$ cat config.mk
export PLATFORM = sky130hd
export DESIGN_NAME = maxpool2x2
export DESIGN_NICKNAME = d
export VERILOG_FILES = /design/src/rtl/maxpool2x2_pkg.sv /design/src/rtl/maxpool2x2_line_buf.sv /design/src/rtl/maxpool2x2.sv
export SDC_FILE = /design/constraint.sdc
export NUM_CORES = 2
export LEC_CHECK = 0
export BUFFER_PORTS_ARGS = -buffer_cell sky130_fd_sc_hd__buf_4
export CORE_MARGIN = 10
export CORE_UTILIZATION = 45
export CTS_BUF_LIST = sky130_fd_sc_hd__clkbuf_2 sky130_fd_sc_hd__clkbuf_4 sky130_fd_sc_hd__clkbuf_8
export CTS_CLUSTER_SIZE = 14
export DETAILED_ROUTE_END_ITERATION = 10
export RECOVER_POWER = 50
export SLEW_MARGIN = 5
export SYNTH_ARGS = -nofsm -noshare
export SYNTH_HDL_FRONTEND = slang
export SYNTH_SLANG_ARGS = --single-unit
$ cat constraint.sdc
create_clock -name clk -period 9.21 [get_ports clk]
set_input_delay 2.3025 -clock clk [delete_from_list [all_inputs] [get_ports clk]]
set_output_delay 2.3025 -clock clk [all_outputs]
set_load 0.005 [all_outputs]
$ cat src/rtl/maxpool2x2_pkg.sv
// maxpool2x2_pkg: shared datapath widths, frame-size defaults, the per-channel
// pixel type and the signed max helper used by the pooling stage.
// Ports: none (package).
package maxpool2x2_pkg;

  // Per-channel datapath width; matches the ReLU stage output.
  localparam int WD            = 16;
  localparam int INPUT_NUM_DEF = 6;
  localparam int IMG_W_DEF     = 28;
  localparam int IMG_H_DEF     = 28;

  // One channel of a pixel, signed two's complement.
  typedef logic signed [WD-1:0] chan_t;

  // Signed per-channel maximum. On a tie either operand is the same value.
  function automatic chan_t smax(input chan_t a, input chan_t b);
    return (a > b) ? a : b;
  endfunction

endpackage

$ cat src/rtl/maxpool2x2_line_buf.sv
// pool_line_buf: register-array line buffer holding one entry per 2-wide
// column pair of the even row. One synchronous write port, one async read port.
// Ports: clk, we_i/waddr_i/wdata_i (write), raddr_i -> rdata_o (combinational).
module pool_line_buf #(
  parameter int DEPTH = 14,
  parameter int DW    = 96,
  parameter int AW    = (DEPTH > 1) ? $clog2(DEPTH) : 1
) (
  input  logic          clk,
  input  logic          we_i,
  input  logic [AW-1:0] waddr_i,
  input  logic [DW-1:0] wdata_i,
  input  logic [AW-1:0] raddr_i,
  output logic [DW-1:0] rdata_o
);

  // Contents are don't-care after reset, so the array carries no reset.
  logic [DW-1:0] mem_q [DEPTH];

  always_ff @(posedge clk) begin
    if (we_i) begin
      mem_q[waddr_i] <= wdata_i;
    end
  end

  // Asynchronous read keeps the pooled result on a single registered stage.
  assign rdata_o = mem_q[raddr_i];

endmodule

$ cat src/rtl/maxpool2x2.sv
// maxpool2x2: streaming 2x2 / stride-2 signed max pooling over INPUT_NUM packed
// channels, raster-order input, one pooled pixel per window, 1-cycle latency.
// Ports: clk, rst (sync, active-high), clr_i (frame restart), valid_i/data_i in;
//        valid_o/data_o pooled pixel out, done_o on the frame's last output.
module maxpool2x2
  import maxpool2x2_pkg::*;
#(
  parameter int INPUT_NUM = INPUT_NUM_DEF,
  parameter int IMG_W     = IMG_W_DEF,
  parameter int IMG_H     = IMG_H_DEF
) (
  input  logic                  clk,
  input  logic                  rst,
  input  logic                  clr_i,
  input  logic                  valid_i,
  input  logic [WD*INPUT_NUM-1:0] data_i,
  output logic                  valid_o,
  output logic [WD*INPUT_NUM-1:0] data_o,
  output logic                  done_o
);

  localparam int DW       = WD * INPUT_NUM;
  localparam int CW       = $clog2(IMG_W);
  localparam int RW       = $clog2(IMG_H);
  localparam int LB_DEPTH = IMG_W / 2;
  localparam int AW       = (LB_DEPTH > 1) ? $clog2(LB_DEPTH) : 1;

  logic [CW-1:0] col_q, col_d, col_eff;
  logic [RW-1:0] row_q, row_d, row_eff;
  logic [DW-1:0] h_q, h_d;
  logic [DW-1:0] data_o_q, data_o_d;
  logic          valid_o_q, valid_o_d;
  logic          done_o_q, done_o_d;

  logic [DW-1:0] hmax;
  logic [DW-1:0] pooled;
  logic [DW-1:0] lb_rdata;
  logic          lb_we;
  logic [AW-1:0] lb_addr;
  logic          last_col;
  logic          last_row;

  // A frame restart makes the current cycle behave as pixel (0,0): any pixel
  // presented with clr_i lands in h and nothing is written or emitted.
  assign col_eff  = clr_i ? '0 : col_q;
  assign row_eff  = clr_i ? '0 : row_q;
  assign last_col = (col_eff == CW'(IMG_W - 1));
  assign last_row = (row_eff == RW'(IMG_H - 1));

  // Even row, odd column stores the horizontal max; odd row reads it back.
  // Both ports share the column-pair address and never collide in one cycle.
  assign lb_we   = valid_i & col_eff[0] & ~row_eff[0];
  assign lb_addr = AW'(col_eff >> 1);

  pool_line_buf #(
    .DEPTH (LB_DEPTH),
    .DW    (DW),
    .AW    (AW)
  ) u_line_buf (
    .clk     (clk),
    .we_i    (lb_we),
    .waddr_i (lb_addr),
    .wdata_i (hmax),
    .raddr_i (lb_addr),
    .rdata_o (lb_rdata)
  );

  for (genvar i = 0; i < INPUT_NUM; i++) begin : g_ch
    localparam int HI = WD * (INPUT_NUM - i) - 1;
    assign hmax[HI -: WD]   = smax(h_q[HI -: WD], data_i[HI -: WD]);
    assign pooled[HI -: WD] = smax(lb_rdata[HI -: WD], hmax[HI -: WD]);
  end

  always_comb begin
    col_d     = col_eff;
    row_d     = row_eff;
    h_d       = h_q;
    data_o_d  = data_o_q;
    valid_o_d = 1'b0;
    done_o_d  = 1'b0;
    if (valid_i) begin
      if (!col_eff[0]) begin
        h_d = data_i;
      end else if (row_eff[0]) begin
        valid_o_d = 1'b1;
        data_o_d  = pooled;
        done_o_d  = last_col & last_row;
      end
      // Raster advance; the frame wraps straight into the next one.
      if (last_col) begin
        col_d = '0;
        row_d = last_row ? '0 : row_eff + RW'(1);
      end else begin
        col_d = col_eff + CW'(1);
      end
    end
  end

  always_ff @(posedge clk) begin
    if (rst) begin
      col_q     <= '0;
      row_q     <= '0;
      h_q       <= '0;
      data_o_q  <= '0;
      valid_o_q <= 1'b0;
      done_o_q  <= 1'b0;
    end else begin
      col_q     <= col_d;
      row_q     <= row_d;
      h_q       <= h_d;
      data_o_q  <= data_o_d;
      valid_o_q <= valid_o_d;
      done_o_q  <= done_o_d;
    end
  end

  assign valid_o = valid_o_q;
  assign data_o  = data_o_q;
  assign done_o  = done_o_q;

endmodule

**Yosys cells after proc, flatten, opt, wreduce, memory -nomap -nowiden**

Memory sizes are Yosys's and may differ from the RTL's.
Cells that the tools add are included.

- Add/subtract/negate cells: 2
- Order comparisons: 12
- Equality and inequality tests: 2
- Mux-type cells: 22
- Bitwise logic cells: 6
- Reduce and logical (&&, ||, !) cells: 4

Operators with widths:

| operator | number |
|---|---|
| 16-bit > comparator | 12 |
| 16-bit 2-to-1 mux | 12 |
| 5-bit 2-to-1 mux | 7 |
| 5-bit by 1-bit adder with 5-bit output, second input constant | 2 |
| 5-bit == test, second input constant | 2 |
| 4-bit OR reduction | 1 |
| 1-bit bitwise AND | 3 |
| 1-bit 2-to-1 mux | 3 |
| 1-bit inverter | 3 |
| 3-bit AND reduction | 1 |
| 3-bit OR reduction | 1 |
| 2-bit AND reduction | 1 |

- Register bits: 204
- Bits in writable memories: 1344
- Input port bits: 100
- Output and inout bits: 98
- Word-level logic and storage cells: 55
- Memories kept: 1

Memory list:

| memory | depth | width | rd ports | clocked after memory_dff | wr ports | line | RTL |
|---|---|---|---|---|---|---|---|
| u_line_buf.mem_q | 14 | 96 | 1 | 0 | 1 | maxpool2x2_line_buf.sv:18 | `logic [DW-1:0] mem_q [DEPTH];` |

**Longest topological paths before layout**

- Depth after elaboration: 5
- Depth in mapped cells: 20
- Depth with buffers taken out: 17

**Hierarchy**

Synthesis repeated with hierarchy kept, for this count alone.

- Cell total of the unflattened synthesis: 3862
- Area, all modules: 64581.9 µm²

By module, submodules not included:

| module | instances | cells an instance | area each (µm²) | sequential area each (µm²) |
|---|---|---|---|---|
| pool_line_buf | 1 | 2158 | 50777.4 | 40358.7 |
| maxpool2x2 | 1 | 1704 | 13804.5 | 4083.9 |

**Worst setup path after synthesis**

Ideal clock, no wire load.

- Kind: input to register
- Start: in clr_i
- End: mem u_line_buf.mem_q[11][0], enable pin
- Setup time: 0.552 ns
- Arrival time: 7.377 ns
- Data required time: 8.658 ns
- Path slack: 1.282 ns
- Cell stages on the path: 8
- Buffers on the path: 4
- Cell sequence: nor2b_1 -> buf_4 -> and2_4 -> buf_6 -> buf_6 -> clkbuf_1 -> nand2_1 -> nor2_1

- Longest elaborated chain between the ends: 5
- Elaborated cells between the ends (all ways): 7
- Those cells by class: mux: 4; bitwise: 3

RTL lines:

| what | line | RTL |
|---|---|---|
| from (decl) | maxpool2x2.sv:14 | `input logic clr_i,` |
| 5-bit 2-to-1 mux (on tied branches) | maxpool2x2.sv:45, maxpool2x2.sv:46 |  |
| 1-bit bitwise AND / 1-bit inverter (equally long branches) | - |  |
| 1-bit bitwise AND | maxpool2x2.sv:52 | `assign lb_we = valid_i & col_eff[0] & ~row_eff[0];` |
| 1-bit 2-to-1 mux | maxpool2x2_line_buf.sv:21 | `if (we_i) begin` |
| 1-bit 2-to-1 mux (not written as such) | maxpool2x2_line_buf.sv:22 | `mem_q[waddr_i] <= wdata_i;` |
| to (decl) | maxpool2x2_line_buf.sv:18 |  |

Several ways; a longest one is shown, not always the timed one.

**Final worst setup path**

- Start: in clr_i
- End: reg data_o_q[48], in the netlist data_o[48]

- Longest elaborated chain between the ends: 4
- Elaborated cells between the ends (all ways): 6
- Those cells by class: order compare: 1; mux: 3; reduce/logical: 1; memory: 1

RTL lines:

| what | line | RTL |
|---|---|---|
| 5-bit 2-to-1 mux | maxpool2x2.sv:45 | `assign col_eff = clr_i ? '0 : col_q;` |
| memory read 14 x 96 bit | - |  |
| 16-bit > comparator | maxpool2x2_pkg.sv:17 | `return (a > b) ? a : b;` |
| 16-bit 2-to-1 mux | maxpool2x2_pkg.sv:17 |  |
| to (signal assigned) | maxpool2x2.sv:111 | `data_o_q <= data_o_d;` |
| to (decl) | maxpool2x2.sv:31 | `logic [DW-1:0] data_o_q, data_o_d;` |

Several ways; a longest one is shown, not always the timed one.
A chain may end at the register's enable or synchronous reset.

==> summary.md <==
| Metric | Value |
|---|---|
| Die width | `394 microns` |
| Number of hold buffers added after cts | `0` |
| CTS sink cnt | `1548` |
| WP data required | `10.05 ns` |
| Launch point of the worst reg-to-reg path | `col_q[3]` |
| P_int | `11.6 mW` |
| Starting density of the core | `45.2%` |
| Clk buf depth | `4` |
| Compound-Gate Fraction of Synth Area | `15.0%` |
| Post-synthesis mux area share | `4.45%` |
| CP cell instances | `clkbuf_1, nor2b_1, nand2b_4, clkbuf_1, a21oi_1, or3_1, ha_1, a21oi_1, a2111oi_0, a2111o_1, mux2i_2, nand2b_1, o211ai_1` |
| FF-to-FF End | `u_line_buf.mem_q[6][9]` |
| Area contributors post-synth | `edfxtp_1 64%, dfxtp_1 6.5%, mux2i_1 4.4%` |
| Max-slew headroom | `-163%` |
| Tot GR Track Use | `20.9%` |
| Slowest cell on the critical path | `clkbuf_1` |
| WS Path Type | `in -> reg` |
| TritonCTS Buffers | `280` |
| Die height | `394 microns` |
| Rows | `137` |
| Layout cells sized above 1 | `15.5%` |
| Arrival @ worst endpoint | `8.49 ns` |
| Total Power | `15.0 mW` |
| Cell with the most instances after synthesis | `edfxtp_1` |
| Largest family of logic cells by synthesized area | `compound AO/OA/AOI/OAI gates` |
| Fillcell total | `11.8k` |
| Synthesized area | `62900 sq um` |
| Critical path's top delay family | `simple AND/OR/NAND/NOR gates` |
| Synth cell types | `68` |
| Post-route setup TNS | `0 ns` |
| Final ANT Viol Nets | `0` |
| Global-route wire length before repair | `250000 microns` |
| Ys async rst share | `0%` |
| Adder-cell area share of the yosys netlist | `3.90%` |
| Nets | `4651` |
| Post-synthesis sequential area ratio | `70.6%` |
| Logic pwr share | `6.5%` |
| Largest net degree at the start of global routing | `125` |
| Critical Path End Type | `flop` |
| Delay of the slowest cell on the worst path | `1.09 ns` |
| Xor/xnor share of the synthesized area | `0.0278%` |
| Yosys top cell area share | `64.1%` |
| F_max | `0.131 GHz` |
| Clock network fraction of total power | `41.0%` |
| RSZ-0062 raised after global routing | `false` |
| HPWL Detailed | `89000 microns` |
| Post-CTS setup buffers | `0` |
| Synth Area in Simple Gates | `2.97%` |
| Syn nets | `4353` |
| Switching Share | `22.6%` |
| Clk Latency, worst-skew pair | `0.99 ns` |
| Slew at the pin closest to its max-slew limit | `3.95 ns` |
| Setup Skew | `0.0611 ns` |
| Yosys reg bits | `1548` |
| Cell taking the most area after synthesis | `edfxtp_1` |
| Seq pwr share | `52.5%` |
| Max Slew Vio Count | `485` |
| Pre-antenna DRT Iters | `7` |
| Syn Inst Count | `4057` |
| Hold Crit Start | `data_o[89]` |
| Pleak | `25.6 nW` |
| Synth cell count leaders | `1344 x edfxtp_1, 274 x mux2i_1, 217 x a22o_1` |
| # IOs | `198` |
| Initial antenna violation count | `1` |
| Fraction of the cycle the final worst path needs | `83.0%` |
| Cells on worst reg2reg path | `6` |
| GPL Wtd Cong | `0.811` |
| Violated checks | `max-capacitance violations, max-slew violations` |
| PortBufs | `197` |
| Final setup fails | `0` |
| Power Dens Cells | `210 nW/um^2` |
| Buf/Inv on CP | `2` |
| Avg Inst Size Synth | `15.5 sq um` |
| Maxcap violations | `17` |
| Hold Slack | `0.457 ns` |
| Clock root buffer | `clkbuf_8` |
| DR WL/cell | `26.2 microns` |
| Switching power | `3.38 mW` |
| Clock H-tree levels | `5` |
| Worst hold stages | `2` |
| TritonCTS clock tree | `yes` |
| Hold WC Path Type | `reg -> reg` |
| Crit path max fanout | `50` |
| DR iter-0 viols | `3350` |
| Core footprint | `139000 sq um` |
| Status | `finished with violations` |
| Vias | `38.1k` |
| Avg Vias per Cell | `5.94` |
| Peak supply drop | `0.129 mV` |
| Vias in the first global route | `38.4k` |
| GRT overflow | `0` |
| Hold Path End | `data_o[89]` |
| CTS resizes | `0` |
| Tmin final | `7.65 ns` |
| R2R setup slack | `2.92 ns` |
| Die ar. | `155000 sq um` |
| Layout overhead on the synthesized area | `13.5%` |
| Top FF cell, synth | `edfxtp_1` |
| DRC Markers | `0` |
| Ys Warns | `0` |
| Final hold violation count | `0` |
| Post-synth EDFFs | `1344` |
| Routed WL | `168000 microns` |
| CP Launch Type | `input pin` |
| Clock slew at reported path FFs | `0.06 ns` |
power groups by stage:
stage,clock [mW],combinational [mW],sequential (mW)
2_1_floorplan,0,0.634,7.99
3_3_place_gp,0,0.951,8.00
3_5_place_dp,0,0.969,8.00
4_1_cts,6.27,0.974,7.85
5_1_grt,6.61,1.08,7.86
6_report,6.13,0.971,7.85
registers in the layout, summed over array words and instances (netlist names):
signal	cells
col_q	5
data_o	96
done_o	1
h_q	96
row_q	5
u_line_buf.mem_q	1344
valid_o	1
kinds of logic (layout without fill, tap and decap cells):
kind of cell / Yosys count / in the layout
simple gates: 372 / 372
mux: 278 / 278
flops: 1548 / 1548
compound gates: 1200 / 1200
xor+xnor: 2 / 2
fa+ha+maj: 196 / 196
other cells: 0 / 2
buf+inv: 461 / 938
through the flow:
stage | instances | instance area [sq um] | util, % | setup slack, ns
floorplan | 4057 | 62900 | - | 1.28
global placement | 5949 | 66600 | 47.9 | 1.83
detailed placement | 5949 | 66600 | 47.9 | 1.74
CTS | 6410 | 71800 | 51.6 | 2.84
global route | 6412 | 71400 | 51.3 | 1.38
finish | 6412 | 71400 | 51.3 | 1.56
cell type report:
| cell class | count | area, sq um | share of cell area (%) |
|---|---|---|---|
| Multi-Input combinational cell | 2048 | 16600 | 23.3 |
| Tap cell | 1876 | 2350 | 3.29 |
| Antenna cell | 2 | 5.00 | 0.00701 |
| Inverter | 203 | 762 | 1.07 |
| Clock inverter | 62 | 373 | 0.522 |
| Clock buffer | 399 | 4830 | 6.76 |
| Timing Repair Buffer | 274 | 1990 | 2.79 |
| Sequential cell | 1548 | 44400 | 62.2 |
tightest hold or removal path: cells and delay by family, from the launching register on:
kind	cells	cell delay (ns)
AND/OR/NAND/NOR	1	0.04
AO/OA/AOI/OAI	1	0.05
flip-flops	1	0.33
how the worst max path moves through the flow:
| stage | cells past startpoint | slack [ns] | start | to |
|---|---|---|---|---|
| CTS | 14 | 2.84 | clr_i | data_o[48] |
| global route | 13 | 1.38 | clr_i | data_o[63] |
| finish | 13 | 1.56 | clr_i | data_o[48] |
| floorplan | 8 | 1.28 | clr_i | u_line_buf.mem_q[11][0] |
| global placement | 14 | 1.83 | clr_i | data_o[48] |
| detailed placement | 14 | 1.74 | clr_i | data_o[48] |
per-layer routing:
layer,track usage (%),vias up,routed length [microns]
li1,-,17100,-
met1,28.6,19400,72800
met2,33.6,1398,79300
met3,4.54,250,11700
met4,5.93,0,3810
met5,0,-,0
placed cells by master, fill, tap and decap left out, drive strengths merged, types with 75 or more instances in the layout:
cell type	instances
a22o	217
clkbuf	520
dfxtp	204
ha	196
a21oi	167
mux2i	278
a221oi	216
buf	153
nor2	131
inv	203
a22oi	144
o21ai	120
edfxtp	1344
a32oi	75
Power figures use the tool's default switching activity.
